**config.mk**
```make
export PLATFORM = sky130hd
export DESIGN_NAME = multiplexor_display7seg
export DESIGN_NICKNAME = d
export VERILOG_FILES = /design/src/rtl/multiplexor_display7seg.sv
export SDC_FILE = /design/constraint.sdc
export NUM_CORES = 1
export LEC_CHECK = 0
export CAP_MARGIN = 40
export CORE_UTILIZATION = 55
export CTS_BUF_LIST = sky130_fd_sc_hd__clkbuf_16
export DETAILED_ROUTE_END_ITERATION = 10
export DONT_BUFFER_PORTS = 1
export PLACE_DENSITY = 0.72
export SLEW_MARGIN = 20
export SYNTH_ARGS = -nofsm -noshare
export SYNTH_HDL_FRONTEND = slang
export SYNTH_SLANG_ARGS = --single-unit
```
**constraint.sdc**
```tcl
create_clock -name clk -period 4.9 [get_ports clk]
set_clock_uncertainty 0.1 [all_clocks]
set_input_delay 0.735 -clock clk [delete_from_list [all_inputs] [get_ports clk]]
set_output_delay 0.735 -clock clk [all_outputs]
set_load 0.05 [all_outputs]
```
**src/rtl/multiplexor_display7seg.sv**
```systemverilog
// Time-multiplexed N-digit 7-segment driver: per-frame input snapshot, hex decode,
// leading-zero suppression, per-digit enable/blink/decimal point and an anti-ghost blank interval.
module multiplexor_display7seg #(
    parameter int N_DIG          = 4,
    parameter int DIV            = 50000,
    parameter int BLANK          = 16,
    parameter int BLINK_FRAMES   = 64,
    parameter bit SEG_ACTIVE_LOW = 1'b1,
    parameter bit AN_ACTIVE_LOW  = 1'b1
) (
    input  logic               clk,
    input  logic               rst_n,
    input  logic [4*N_DIG-1:0] valor,
    input  logic [N_DIG-1:0]   dp,
    input  logic [N_DIG-1:0]   habilita,
    input  logic [N_DIG-1:0]   parpadeo,
    input  logic               sup_ceros,
    output logic [N_DIG-1:0]   an,
    output logic [6:0]         seg,
    output logic               dp_o,
    output logic               fin_barrido
);

    localparam int PRE_W = $clog2(DIV);
    localparam int IDX_W = (N_DIG > 1) ? $clog2(N_DIG) : 1;
    localparam int FRM_W = (BLINK_FRAMES > 1) ? $clog2(BLINK_FRAMES) : 1;

    localparam logic [PRE_W-1:0] PRE_LAST  = PRE_W'(DIV - 1);
    localparam logic [PRE_W-1:0] PRE_BLANK = PRE_W'(BLANK);
    localparam logic [IDX_W-1:0] IDX_LAST  = IDX_W'(N_DIG - 1);
    localparam logic [FRM_W-1:0] FRM_LAST  = FRM_W'(BLINK_FRAMES - 1);

    localparam logic [6:0]       SEG_OFF = SEG_ACTIVE_LOW ? 7'h7F : 7'h00;
    localparam logic             DP_OFF  = SEG_ACTIVE_LOW;
    localparam logic [N_DIG-1:0] AN_OFF  = AN_ACTIVE_LOW ? {N_DIG{1'b1}} : {N_DIG{1'b0}};

    // Active-high hex decode, bit order {g,f,e,d,c,b,a}.
    function automatic logic [6:0] decode_hex(input logic [3:0] nib);
        logic [6:0] s;
        case (nib)
            4'h0:    s = 7'b0111111;
            4'h1:    s = 7'b0000110;
            4'h2:    s = 7'b1011011;
            4'h3:    s = 7'b1001111;
            4'h4:    s = 7'b1100110;
            4'h5:    s = 7'b1101101;
            4'h6:    s = 7'b1111101;
            4'h7:    s = 7'b0000111;
            4'h8:    s = 7'b1111111;
            4'h9:    s = 7'b1100111;
            4'hA:    s = 7'b1110111;
            4'hB:    s = 7'b1111100;
            4'hC:    s = 7'b0111001;
            4'hD:    s = 7'b1011110;
            4'hE:    s = 7'b1111001;
            4'hF:    s = 7'b1110001;
            default: s = 7'b0000000;
        endcase
        return s;
    endfunction

    logic [PRE_W-1:0]   pre_q, pre_d;
    logic [IDX_W-1:0]   idx_q, idx_d;
    logic [FRM_W-1:0]   frm_q, frm_d;
    logic               phase_q, phase_d;
    logic [4*N_DIG-1:0] snap_valor_q, snap_valor_d;
    logic [N_DIG-1:0]   snap_dp_q, snap_dp_d;
    logic [N_DIG-1:0]   snap_hab_q, snap_hab_d;
    logic [N_DIG-1:0]   snap_parp_q, snap_parp_d;
    logic               snap_sup_q, snap_sup_d;
    logic [N_DIG-1:0]   an_q, an_d;
    logic [6:0]         seg_q, seg_d;
    logic               dp_q, dp_d;
    logic               fin_q, fin_d;

    logic               pre_wrap_s, frame_end_s, frame_start_s, lit_s;
    logic [N_DIG-1:0]   lead_s, blank_s, an_act_s;
    logic               zeros_above_s;
    logic [3:0]         cur_nib_s;
    logic               cur_blank_s, cur_dp_s;

    // Scan counters, blink phase and frame-start snapshot.
    always_comb begin
        pre_wrap_s    = (pre_q == PRE_LAST);
        frame_end_s   = pre_wrap_s && (idx_q == IDX_LAST);
        frame_start_s = (pre_q == '0) && (idx_q == '0);
        pre_d         = pre_wrap_s ? '0 : pre_q + PRE_W'(1);
        idx_d         = idx_q;
        frm_d         = frm_q;
        phase_d       = phase_q;
        if (pre_wrap_s) begin
            idx_d = (idx_q == IDX_LAST) ? '0 : idx_q + IDX_W'(1);
        end else begin
            idx_d = idx_q;
        end
        if (frame_end_s) begin
            if (frm_q == FRM_LAST) begin
                frm_d   = '0;
                phase_d = ~phase_q;
            end else begin
                frm_d   = frm_q + FRM_W'(1);
            end
        end else begin
            frm_d = frm_q;
        end
        if (frame_start_s) begin
            snap_valor_d = valor;
            snap_dp_d    = dp;
            snap_hab_d   = habilita;
            snap_parp_d  = parpadeo;
            snap_sup_d   = sup_ceros;
        end else begin
            snap_valor_d = snap_valor_q;
            snap_dp_d    = snap_dp_q;
            snap_hab_d   = snap_hab_q;
            snap_parp_d  = snap_parp_q;
            snap_sup_d   = snap_sup_q;
        end
    end

    // Per-digit blanking, current-digit selection and pin-level output values.
    always_comb begin
        lead_s        = '0;
        blank_s       = '0;
        an_act_s      = '0;
        zeros_above_s = 1'b1;
        cur_nib_s     = 4'h0;
        cur_blank_s   = 1'b1;
        cur_dp_s      = 1'b0;
        // Leading means this nibble and every higher one are zero; digit 0 is never leading.
        for (int k = N_DIG - 1; k >= 0; k--) begin
            zeros_above_s = zeros_above_s && (snap_valor_q[4*k +: 4] == 4'h0);
            lead_s[k]     = zeros_above_s && (k != 0);
        end
        for (int k = 0; k < N_DIG; k++) begin
            blank_s[k] = !snap_hab_q[k] || (snap_sup_q && lead_s[k]) ||
                         (snap_parp_q[k] && phase_q);
            if (idx_q == IDX_W'(k)) begin
                cur_nib_s   = snap_valor_q[4*k +: 4];
                cur_blank_s = blank_s[k];
                cur_dp_s    = snap_dp_q[k];
                an_act_s[k] = 1'b1;
            end else begin
                an_act_s[k] = 1'b0;
            end
        end
        lit_s = (pre_q >= PRE_BLANK);
        if (lit_s) begin
            an_d  = AN_ACTIVE_LOW ? ~an_act_s : an_act_s;
            seg_d = cur_blank_s ? SEG_OFF : (SEG_ACTIVE_LOW ? ~decode_hex(cur_nib_s) : decode_hex(cur_nib_s));
            dp_d  = (!cur_blank_s && cur_dp_s) ? ~DP_OFF : DP_OFF;
        end else begin
            an_d  = AN_OFF;
            seg_d = SEG_OFF;
            dp_d  = DP_OFF;
        end
        fin_d = frame_end_s;
    end

    // State and output registers.
    always_ff @(posedge clk or negedge rst_n) begin
        if (!rst_n) begin
            pre_q        <= '0;
            idx_q        <= '0;
            frm_q        <= '0;
            phase_q      <= 1'b0;
            snap_valor_q <= '0;
            snap_dp_q    <= '0;
            snap_hab_q   <= '0;
            snap_parp_q  <= '0;
            snap_sup_q   <= 1'b0;
            an_q         <= AN_OFF;
            seg_q        <= SEG_OFF;
            dp_q         <= DP_OFF;
            fin_q        <= 1'b0;
        end else begin
            pre_q        <= pre_d;
            idx_q        <= idx_d;
            frm_q        <= frm_d;
            phase_q      <= phase_d;
            snap_valor_q <= snap_valor_d;
            snap_dp_q    <= snap_dp_d;
            snap_hab_q   <= snap_hab_d;
            snap_parp_q  <= snap_parp_d;
            snap_sup_q   <= snap_sup_d;
            an_q         <= an_d;
            seg_q        <= seg_d;
            dp_q         <= dp_d;
            fin_q        <= fin_d;
        end
    end

    assign an          = an_q;
    assign seg         = seg_q;
    assign dp_o        = dp_q;
    assign fin_barrido = fin_q;

endmodule

```
==> flow_metrics.env, run 1 <==
export IMPL_synth_compound_area_share_pct=8.513
export IMPL_maxCapViolations=0
export IMPL_synth_fa_ha_area_share_pct=4.540
export IMPL_synth_mux_area_share_pct=12.30
export IMPL_synth_top_area_cell="dfrtp_1"
export IMPL_p_sw_share_pct=19.82
export IMPL_switching_power_uw=283.3
export IMPL_start_util_pct=58.62
export IMPL_drt_pass1_iterations=5
export IMPL_root_buffer="clkbuf_16"
export IMPL_crit_arrival_ns=3.07
export IMPL_irDropWorstVdd_mv=0.2695
export IMPL_synth_warning_count=0
export IMPL_min_period_over_period_pct=59.61
export IMPL_drt_wl_total_um=6681
export IMPL_diodes=0
export IMPL_setup_slack_ns=1.979
export IMPL_pwr_share_clk_pct=53.6
export IMPL_path_class="reg -> reg"
export IMPL_synthTopCellsByCount="dfrtp_1, nand2_1, mux2_2, inv_1, nor2_1"
export IMPL_clockBufferDepth=2
export IMPL_cp_required_ns=5.05
export IMPL_fin_nets=344
export IMPL_setup_viol=0
export IMPL_internal_power_uw=1146
export IMPL_stdcell_count=378
export IMPL_syn_area_um2=3307
export IMPL_power_frac_seq_pct=42.4
export IMPL_ys_seq_area_share_pct=51.15
export IMPL_r2r_start="idx_q[0]$_DFFE_PN0N_"
export IMPL_vias_per_cell=6.008
export IMPL_antenna_found_initial=0
export IMPL_drtAntennaViolNets=0
export IMPL_fp_dieW_um=79.54
export IMPL_dieArea_um2=6327
export IMPL_hold_violations=0
export IMPL_synth_cell_types=41
export IMPL_synthCells=296
export IMPL_syn_avg_cell_area_um2=11.17
export IMPL_fmax_ghz=0.3424
export IMPL_reg2regPathDepth=8
export IMPL_crit_path_end="seg[3]$_DFF_PN1_"
export IMPL_clk_latency_ns=0.33
export IMPL_p_leak_uw=0.001691
export IMPL_async_reset_ff_share_pct=100.0
export IMPL_vias=2271
export IMPL_ys_top_cells_by_area="dfrtp_1, dfstp_2, mux2_2"
export IMPL_cts_clk_slew_worst_paths_ns=0.05
export IMPL_cts_buffers=9
export IMPL_rsz0062_at_grt="no"
export IMPL_io_buffer_count=0
export IMPL_synth_top_area_share_pct=41.62
export IMPL_endpoint_kind="register"
export IMPL_ctsResizeCount=0
export IMPL_dp_hpwl_um=4283
export IMPL_drt_iter0_drc=109
export IMPL_rows=27
export IMPL_synth_flop_cell="dfrtp_1"
export IMPL_core_area_um2=5642
export IMPL_status="completed"
export IMPL_grt_max_degree=32
export IMPL_maxSlewHeadroom_pct=55.70
export IMPL_p_per_area_nw_per_um2=381.7
export IMPL_wl_per_cell_um=17.67
export IMPL_synth_xor_area_share_pct=4.238
export IMPL_finalPower_uw=1429
export IMPL_routabilityCongestion=0.7943
export IMPL_synth_top_family_by_area="simple AND/OR/NAND/NOR gates"
export IMPL_cp_max_fo=20
export IMPL_tns_ns=0
export IMPL_tightest_slew_ns=0.6645
export IMPL_r2r_end="seg[3]$_DFF_PN1_"
export IMPL_place_inst=358
export IMPL_syn_nets=339
export IMPL_synth_most_common_cell="dfrtp_1"
export IMPL_critPathLaunchType="register"
export IMPL_fin_util_pct=66.38
export IMPL_ys_ff_latch=67
export IMPL_fin_crit_ns=2.921
export IMPL_r2r_slack_ns=1.98
export IMPL_cts_sinks=67
export IMPL_crit_start="idx_q[0]$_DFFE_PN0N_"
export IMPL_grt_pass1_wl_um=10900
export IMPL_grt_overflow=0
export IMPL_synth_simple_area_share_pct=15.70
export IMPL_drv_slew=0
export IMPL_htreeDepth=3
export IMPL_synthToLayoutAreaGrowth_pct=13.24
export IMPL_grt_total_usage_pct=23.28
export IMPL_cts_tree="built"
export IMPL_post_place_ws_ns=2.052
export IMPL_die_h_um=79.54
export IMPL_drc_errors=0
export IMPL_synth_edf_count=0
export IMPL_grt_pass1_vias=2221
export IMPL_hold_path_class="in -> async"
export IMPL_drive_gt1_share_pct=20.59
export IMPL_combPwrFrac_pct=4.0
export IMPL_ioPinCount=44
## power groups by stage
stage          sequential, µW  clock (µW)  combinational, µW
2_1_floorplan             611           0               36.7
3_3_place_gp              615           0               42.2
3_5_place_dp              616           0               44.0
4_1_cts                   606         776               57.7
5_1_grt                   608         800               64.0
6_report                  607         766               56.9
## through the flow
| stage | instance area (µm²) | hold slack (ns) |
|---|---|---|
| after floorplan | 3307 | 0.3394 |
| after global placement | 3347 | 0.3418 |
| after detailed placement | 3347 | 0.3422 |
| after CTS | 3745 | 0.1370 |
| after global routing | 3745 | 0.1373 |
| final | 3745 | 0.1229 |
## worst max-delay path: stages (launching register included)
cell	delay [ns]
dfrtp_1	0.39
ha_1	0.59
a211oi_1	0.10
a221oi_1	0.61
inv_1	0.20
ha_1	0.38
mux2i_1	0.15
o221ai_1	0.23
nand2_1	0.09
## logic make-up after synthesis
kind of cell               after synthesis
and+or+nand+nor                        100
DFF                                     67
adders and majority gates               12
xor gates and xnor gates                16
AOI/OAI and AO/OA                       41
buffers and inverters                   27
muxes                                   33
## final cells by class
| class | count | area, µm² |
|---|---|---|
| Fill cell | 411 | 1897 |
| Sequential cell | 67 | 1692 |
| Multi-Input combinational cell | 202 | 1498 |
| Clock buffer | 9 | 225.2 |
| Clock inverter | 7 | 132.6 |
| Tap cell | 72 | 90.09 |
| Inverter | 16 | 60.06 |
| Timing Repair Buffer | 5 | 47.55 |
## flip-flops by register name, indices dropped and copies added (netlist names), 4 cells and up
signal,count
an,4
snap_valor_q,16
pre_q,16
seg,7
snap_hab_q,4
snap_dp_q,4
frm_q,6
snap_parp_q,4
## timing repair
action                    4_1_cts  5_1_grt
buffers inserted                0        0
hold endpoints to repair       31        0
hold buffers                    3        0
## cells in the final DEF, fill, tap and decap left out, types with 6 or more instances in the layout
master	instances
nand2_1	38
mux2_4	10
dfstp_2	12
nor2_1	14
clkbuf_16	9
inv_1	18
xnor2_1	6
mux2_2	21
ha_1	12
nand3_1	8
o21ai_0	12
xor2_1	10
dfrtp_1	55
a211oi_1	7
nand4_1	6
## worst min-delay path by stage
stage,from,endpoint
final,rst_n,snap_valor_q[2]$_DFFE_PN0P_
after CTS,rst_n,snap_valor_q[2]$_DFFE_PN0P_
after floorplan,rst_n,fin_barrido$_DFF_PN0_
after detailed placement,rst_n,snap_valor_q[3]$_DFFE_PN0P_
after global placement,rst_n,snap_valor_q[2]$_DFFE_PN0P_
after global routing,rst_n,pre_q[5]$_DFF_PN0_
## layer usage
layer,wire [µm],global-route usage (%)
met1,2906,30.71
met2,3209,36.41
met3,424,4.800
met4,140,11.27
met5,0,0
Note: power is estimated with default switching activity, not from simulation.
==> run 2, diff against run 1 <==
==> constraint.sdc (replaced) <==
create_clock -name clk -period 3 [get_ports clk]
set_clock_uncertainty 0.1 [all_clocks]
set_input_delay 0.45 -clock clk [delete_from_list [all_inputs] [get_ports clk]]
set_output_delay 0.45 -clock clk [all_outputs]
set_load 0.05 [all_outputs]
==> run 2 against run 1 <==
Compared with the run above: sequential power up 63%; final area grew 0.30%; first-iteration DRC count decreased by 27%; critical endpoint is now snap_valor_q[12]$_DFFE_PN0P_; largest cell class unchanged.
==> flow_metrics.env, run 2 (same netlist as run 1, synthesis figures left out) <==
export IMPL_htreeDepth=3
export IMPL_critPathLaunchType="register"
export IMPL_met3_usage_pct=6.971
export IMPL_start_util_pct=58.62
export IMPL_fin_nets=346
export IMPL_synthToLayoutAreaGrowth_pct=13.58
export IMPL_drv_slew=0
export IMPL_switching_power_uw=488.4
export IMPL_post_place_ws_ns=0.4292
export IMPL_cp_max_fo=29
export IMPL_grt_pass1_wl_um=10580
export IMPL_maxSlewHeadroom_pct=56.94
export IMPL_rows=27
export IMPL_hold_ws_ns=0.1587
export IMPL_drt_iter0_drc=80
export IMPL_pwr_share_clk_pct=52.5
export IMPL_layout_common_cells="dfrtp_1, nand2_1, mux2_2"
export IMPL_routabilityCongestion=0.8169
export IMPL_combPwrFrac_pct=4.2
export IMPL_p_per_area_nw_per_um2=607.9
export IMPL_fin_crit_ns=2.597
export IMPL_root_buffer="clkbuf_16"
export IMPL_clockBufferDepth=2
export IMPL_endpoint_kind="register"
export IMPL_clk_latency_ns=0.33
export IMPL_worstHoldStart="valor[5]"
export IMPL_final_common_cell="dfrtp_1"
export IMPL_hold_path_class="in -> reg"
export IMPL_maxCapViolations=0
export IMPL_setup_slack_ns=0.4034
export IMPL_drt_pass1_iterations=4
export IMPL_diodes=0
export IMPL_vias=2222
export IMPL_crit_start="pre_q[12]$_DFF_PN0_"
export IMPL_status="completed"
export IMPL_tns_ns=0
export IMPL_cts_tree="built"
export IMPL_holdPathEnd="snap_valor_q[5]$_DFFE_PN0P_"
export IMPL_r2r_slack_ns=0.40
export IMPL_drc_errors=0
export IMPL_power_frac_seq_pct=43.3
export IMPL_cts_sinks=67
export IMPL_dieArea_um2=6327
export IMPL_hold_violations=0
export IMPL_grt_pass1_vias=2223
export IMPL_top_usage_layer="met2"
export IMPL_drive_gt1_share_pct=21.75
export IMPL_p_leak_uw=0.001691
export IMPL_cts_clk_slew_worst_paths_ns=0.06
export IMPL_antenna_found_initial=0
export IMPL_grt_overflow=0
export IMPL_cp_required_ns=3.12
export IMPL_grt_met1_usage_pct=27.44
export IMPL_p_sw_share_pct=21.39
export IMPL_core_area_um2=5642
export IMPL_cts_buffers=9
export IMPL_tightest_slew_ns=0.6459
export IMPL_ctsResizeCount=0
export IMPL_setup_viol=0
export IMPL_met2_usage_pct=36.15
export IMPL_fp_dieW_um=79.54
export IMPL_rsz0062_at_grt="no"
export IMPL_path_class="reg -> reg"
export IMPL_min_period_over_period_pct=86.55
export IMPL_drtAntennaViolNets=0
export IMPL_internal_power_uw=1795
export IMPL_io_buffer_count=0
export IMPL_dp_hpwl_um=4221
export IMPL_crit_arrival_ns=2.72
export IMPL_grt_total_usage_pct=22.73
export IMPL_irDropWorstVdd_mv=0.4789
export IMPL_drt_wl_total_um=6369
export IMPL_vias_per_cell=5.847
export IMPL_ioPinCount=44
export IMPL_wl_per_cell_um=16.76
export IMPL_fillers=432
export IMPL_r2r_end="snap_valor_q[12]$_DFFE_PN0P_"
export IMPL_hold_path_depth=1
export IMPL_grt_max_degree=68
export IMPL_die_h_um=79.54
export IMPL_reg2regPathDepth=4
export IMPL_fmax_ghz=0.3851
export IMPL_r2r_start="pre_q[12]$_DFF_PN0_"
==> run 2: changes by cell type in the layout (fill, tap and decap cells not counted) <==
cell        change
buf_12          -1
buf_16          +1
buf_2           -2
buf_4           +4
bufinv_16       -1
clkinv_2        +1
clkinv_4        +1
clkinvlp_4      +1
inv_1           -2
==> run 2: power by group through the flow <==
stage,sequential [µW],combinational [µW],clock [µW]
floorplan,998,60.0,0
global placement,1000,70.0,0
detailed placement,1000,73.3,0
CTS,989,98.4,1220
global route,992,108,1260
finish,989,96.2,1200
==> run 2: critical path: stages (launching register included) <==
cell	delay, ns
dfrtp_1	0.42
or4_1	0.57
nand4b_4	0.24
or4_4	0.75
mux2_4	0.38
==> run 2: metal layers <==
metal / share of wire, % / vias to the layer above
li1: - / 1062
met3: 5.8 / 15
met5: 0 / -
met1: 43 / 1092
met4: 2.6 / 0
met2: 48 / 53
==> run 2: how the worst max path moves through the flow <==
stage | depth (start not counted) | end | slack (ns)
final | 4 | snap_valor_q[12]$_DFFE_PN0P_ | 0.40
after floorplan | 9 | seg[3]$_DFF_PN1_ | 0.43
after global placement | 4 | snap_valor_q[7]$_DFFE_PN0P_ | 0.48
after global routing | 10 | seg[3]$_DFF_PN1_ | 0.19
after CTS | 10 | seg[3]$_DFF_PN1_ | 0.41
after detailed placement | 4 | snap_valor_q[11]$_DFFE_PN0P_ | 0.43
==> run 2: cell type report <==
type / instances / area, µm² / area share [%]
sequential: 67 / 1692 / 45.04
multi-input combinational: 202 / 1498 / 39.87
clock buffer: 9 / 225.2 / 5.996
clock inverter: 7 / 116.4 / 3.098
tap: 72 / 90.09 / 2.398
timing repair buffer: 7 / 75.07 / 1.999
inverter: 16 / 60.06 / 1.599
==> run 2: stage by stage <==
stage	util [%]	cells	power, µW	instance area [µm²]
2_1_floorplan	-	296	1058	3307
3_3_place_gp	59.86	362	1074	3377
3_5_place_dp	59.86	362	1077	3377
4_1_cts	66.58	380	2306	3756
5_1_grt	66.58	380	2357	3756
6_report	66.58	380	2283	3756
==> run 2: what timing repair did <==
item,in CTS,in global routing
endpoints found under the hold margin,67,0
buffers inserted,0,0
hold buffers,2,0
==> run 3, diff against run 2 <==
==> constraint.sdc (replaced) <==
create_clock -name clk -period 2.75 [get_ports clk]
set_clock_uncertainty 0.1 [all_clocks]
set_input_delay 0.4125 -clock clk [delete_from_list [all_inputs] [get_ports clk]]
set_output_delay 0.4125 -clock clk [all_outputs]
set_load 0.05 [all_outputs]
==> run 3 against run 2 <==
Compared with the run above: first-iteration DRC count increased by 13%; non-clock buffer count is 3 higher; clock-buffer cell count stayed put; register-to-register slack lost 0.23 ns; via count shrank 0.27%; worst setup slack got worse by 0.23 ns; core utilization is 0.87 points lower; worst hold slack worse by 0.033 ns; final area shrank 1.3%; die area is the same; sequential share of layout area is 0.59 points higher; clock power decreased by 14%.
==> flow_metrics.env, run 3 (same netlist as run 1, synthesis figures left out) <==
export IMPL_status="completed"
export IMPL_cts_tree="built"
export IMPL_antenna_found_initial=0
export IMPL_crit_start="pre_q[12]$_DFF_PN0_"
export IMPL_endpoint_kind="register"
export IMPL_hold_path_class="in -> reg"
export IMPL_die_h_um=79.54
export IMPL_finalPower_uw=2212
export IMPL_drt_iter0_drc=90
export IMPL_drtAntennaViolNets=0
export IMPL_grt_overflow=0
export IMPL_dieArea_um2=6327
export IMPL_routabilityCongestion=0.8235
export IMPL_wl_per_cell_um=16.66
export IMPL_path_class="reg -> reg"
export IMPL_layout_common_cells="dfrtp_1, nand2_1, mux2_2"
export IMPL_setup_viol=0
export IMPL_fin_util_pct=65.71
export IMPL_grt_max_degree=68
export IMPL_irDropWorstVdd_mv=0.4918
export IMPL_maxSlewHeadroom_pct=67.71
export IMPL_grt_pass1_wl_um=10650
export IMPL_path_buf_inv=0
export IMPL_drc_errors=0
export IMPL_ioPinCount=44
export IMPL_slowest_stage="or4_4"
export IMPL_tns_ns=0
export IMPL_cp_required_ns=2.87
export IMPL_ctsResizeCount=0
export IMPL_switching_power_uw=530.3
export IMPL_combPwrFrac_pct=4.8
export IMPL_drt_wl_total_um=6381
export IMPL_place_inst=365
export IMPL_power_frac_seq_pct=48.8
export IMPL_htreeDepth=3
export IMPL_p_leak_uw=0.001675
export IMPL_fmax_ghz=0.3875
export IMPL_rows=27
export IMPL_p_sw_share_pct=23.98
export IMPL_critical_path_top_delay_family="simple AND/OR/NAND/NOR gates"
export IMPL_cts_hold_buf=2
export IMPL_pwr_share_clk_pct=46.4
export IMPL_critical_path_max_stage_delay_ns=0.74
export IMPL_r2r_start="pre_q[12]$_DFF_PN0_"
export IMPL_cts_buffers=9
export IMPL_start_util_pct=58.62
export IMPL_grt_pass1_vias=2208
export IMPL_drive_gt1_share_pct=22.19
export IMPL_diodes=0
export IMPL_root_buffer="clkbuf_16"
export IMPL_drt_pass1_iterations=4
export IMPL_p_per_area_nw_per_um2=596.6
export IMPL_critPathLaunchType="register"
export IMPL_worstPathCellList="or4_1, nand4b_4, or4_4, mux2_4"
export IMPL_cts_clk_slew_worst_paths_ns=0.06
export IMPL_post_cts_buffers=0
export IMPL_grt_total_usage_pct=22.59
export IMPL_tightest_slew_ns=0.4844
export IMPL_internal_power_uw=1681
export IMPL_crit_arrival_ns=2.70
export IMPL_hold_violations=0
export IMPL_cts_sinks=67
export IMPL_hold_ws_ns=0.1254
export IMPL_fin_nets=349
export IMPL_clockBufferDepth=2
export IMPL_maxCapViolations=0
export IMPL_worstHoldStart="dp[3]"
export IMPL_final_common_cell="dfrtp_1"
export IMPL_cp_max_fo=29
export IMPL_vias=2216
export IMPL_min_period_over_period_pct=93.85
export IMPL_core_area_um2=5642
export IMPL_dp_hpwl_um=4286
export IMPL_drv_slew=0
export IMPL_stdcell_count=383
export IMPL_vias_per_cell=5.786
export IMPL_rsz0062_at_grt="no"
export IMPL_clk_latency_ns=0.33
export IMPL_fp_dieW_um=79.54
export IMPL_fin_crit_ns=2.581
export IMPL_io_buffer_count=0
export IMPL_synthToLayoutAreaGrowth_pct=12.11
## run 3: layout make-up
class / instances / area [µm²]
clock buffer: 9 / 225.2
fill: 429 / 1934
inverter: 16 / 60.06
tap: 72 / 90.09
timing repair buffer: 10 / 97.59
clock inverter: 7 / 45.04
multi-input combinational: 202 / 1498
sequential: 67 / 1692
## run 3: stage by stage
stage	setup WS [ns]	cell area, µm²
detailed placement	0.1839	3400
global placement	0.2379	3400
floorplan	0.1799	3307
CTS	0.1680	3707
global route	0.03777	3707
finish	0.1692	3707
## run 3: path summary, 6_finish.rpt
check                      cells past startpoint  slack, ns                           end
setup / recovery                               4       0.17  snap_valor_q[13]$_DFFE_PN0P_
hold / removal                                 1       0.13      snap_dp_q[3]$_DFFE_PN0P_
setup reg to reg                               4       0.17  snap_valor_q[13]$_DFFE_PN0P_
hold reg to reg                                1       0.38            pre_q[0]$_DFF_PN0_
max in group asynchronous                      2       1.70               an[1]$_DFF_PN1_
min in group asynchronous                      2       0.52            pre_q[3]$_DFF_PN0_
## run 3: power groups by stage
stage	combinational [µW]	clock (µW)	sequential, µW
3_3_place_gp	77.7	0	1100
2_1_floorplan	65.5	0	1090
4_1_cts	107	1050	1080
5_1_grt	120	1100	1080
3_5_place_dp	81.0	0	1100
6_report	106	1030	1080
## run 3: per-layer routing
| metal | part of all wire (%) | wire length [µm] | vias to the layer above | track usage (%) |
|---|---|---|---|---|
| li1 | - | - | 1075 | - |
| met1 | 44 | 2807 | 1090 | 28.60 |
| met2 | 49 | 3098 | 40 | 35.21 |
| met3 | 5.9 | 378 | 11 | 6.400 |
| met4 | 1.5 | 97 | 0 | 11.45 |
| met5 | 0 | 0 | - | 0 |
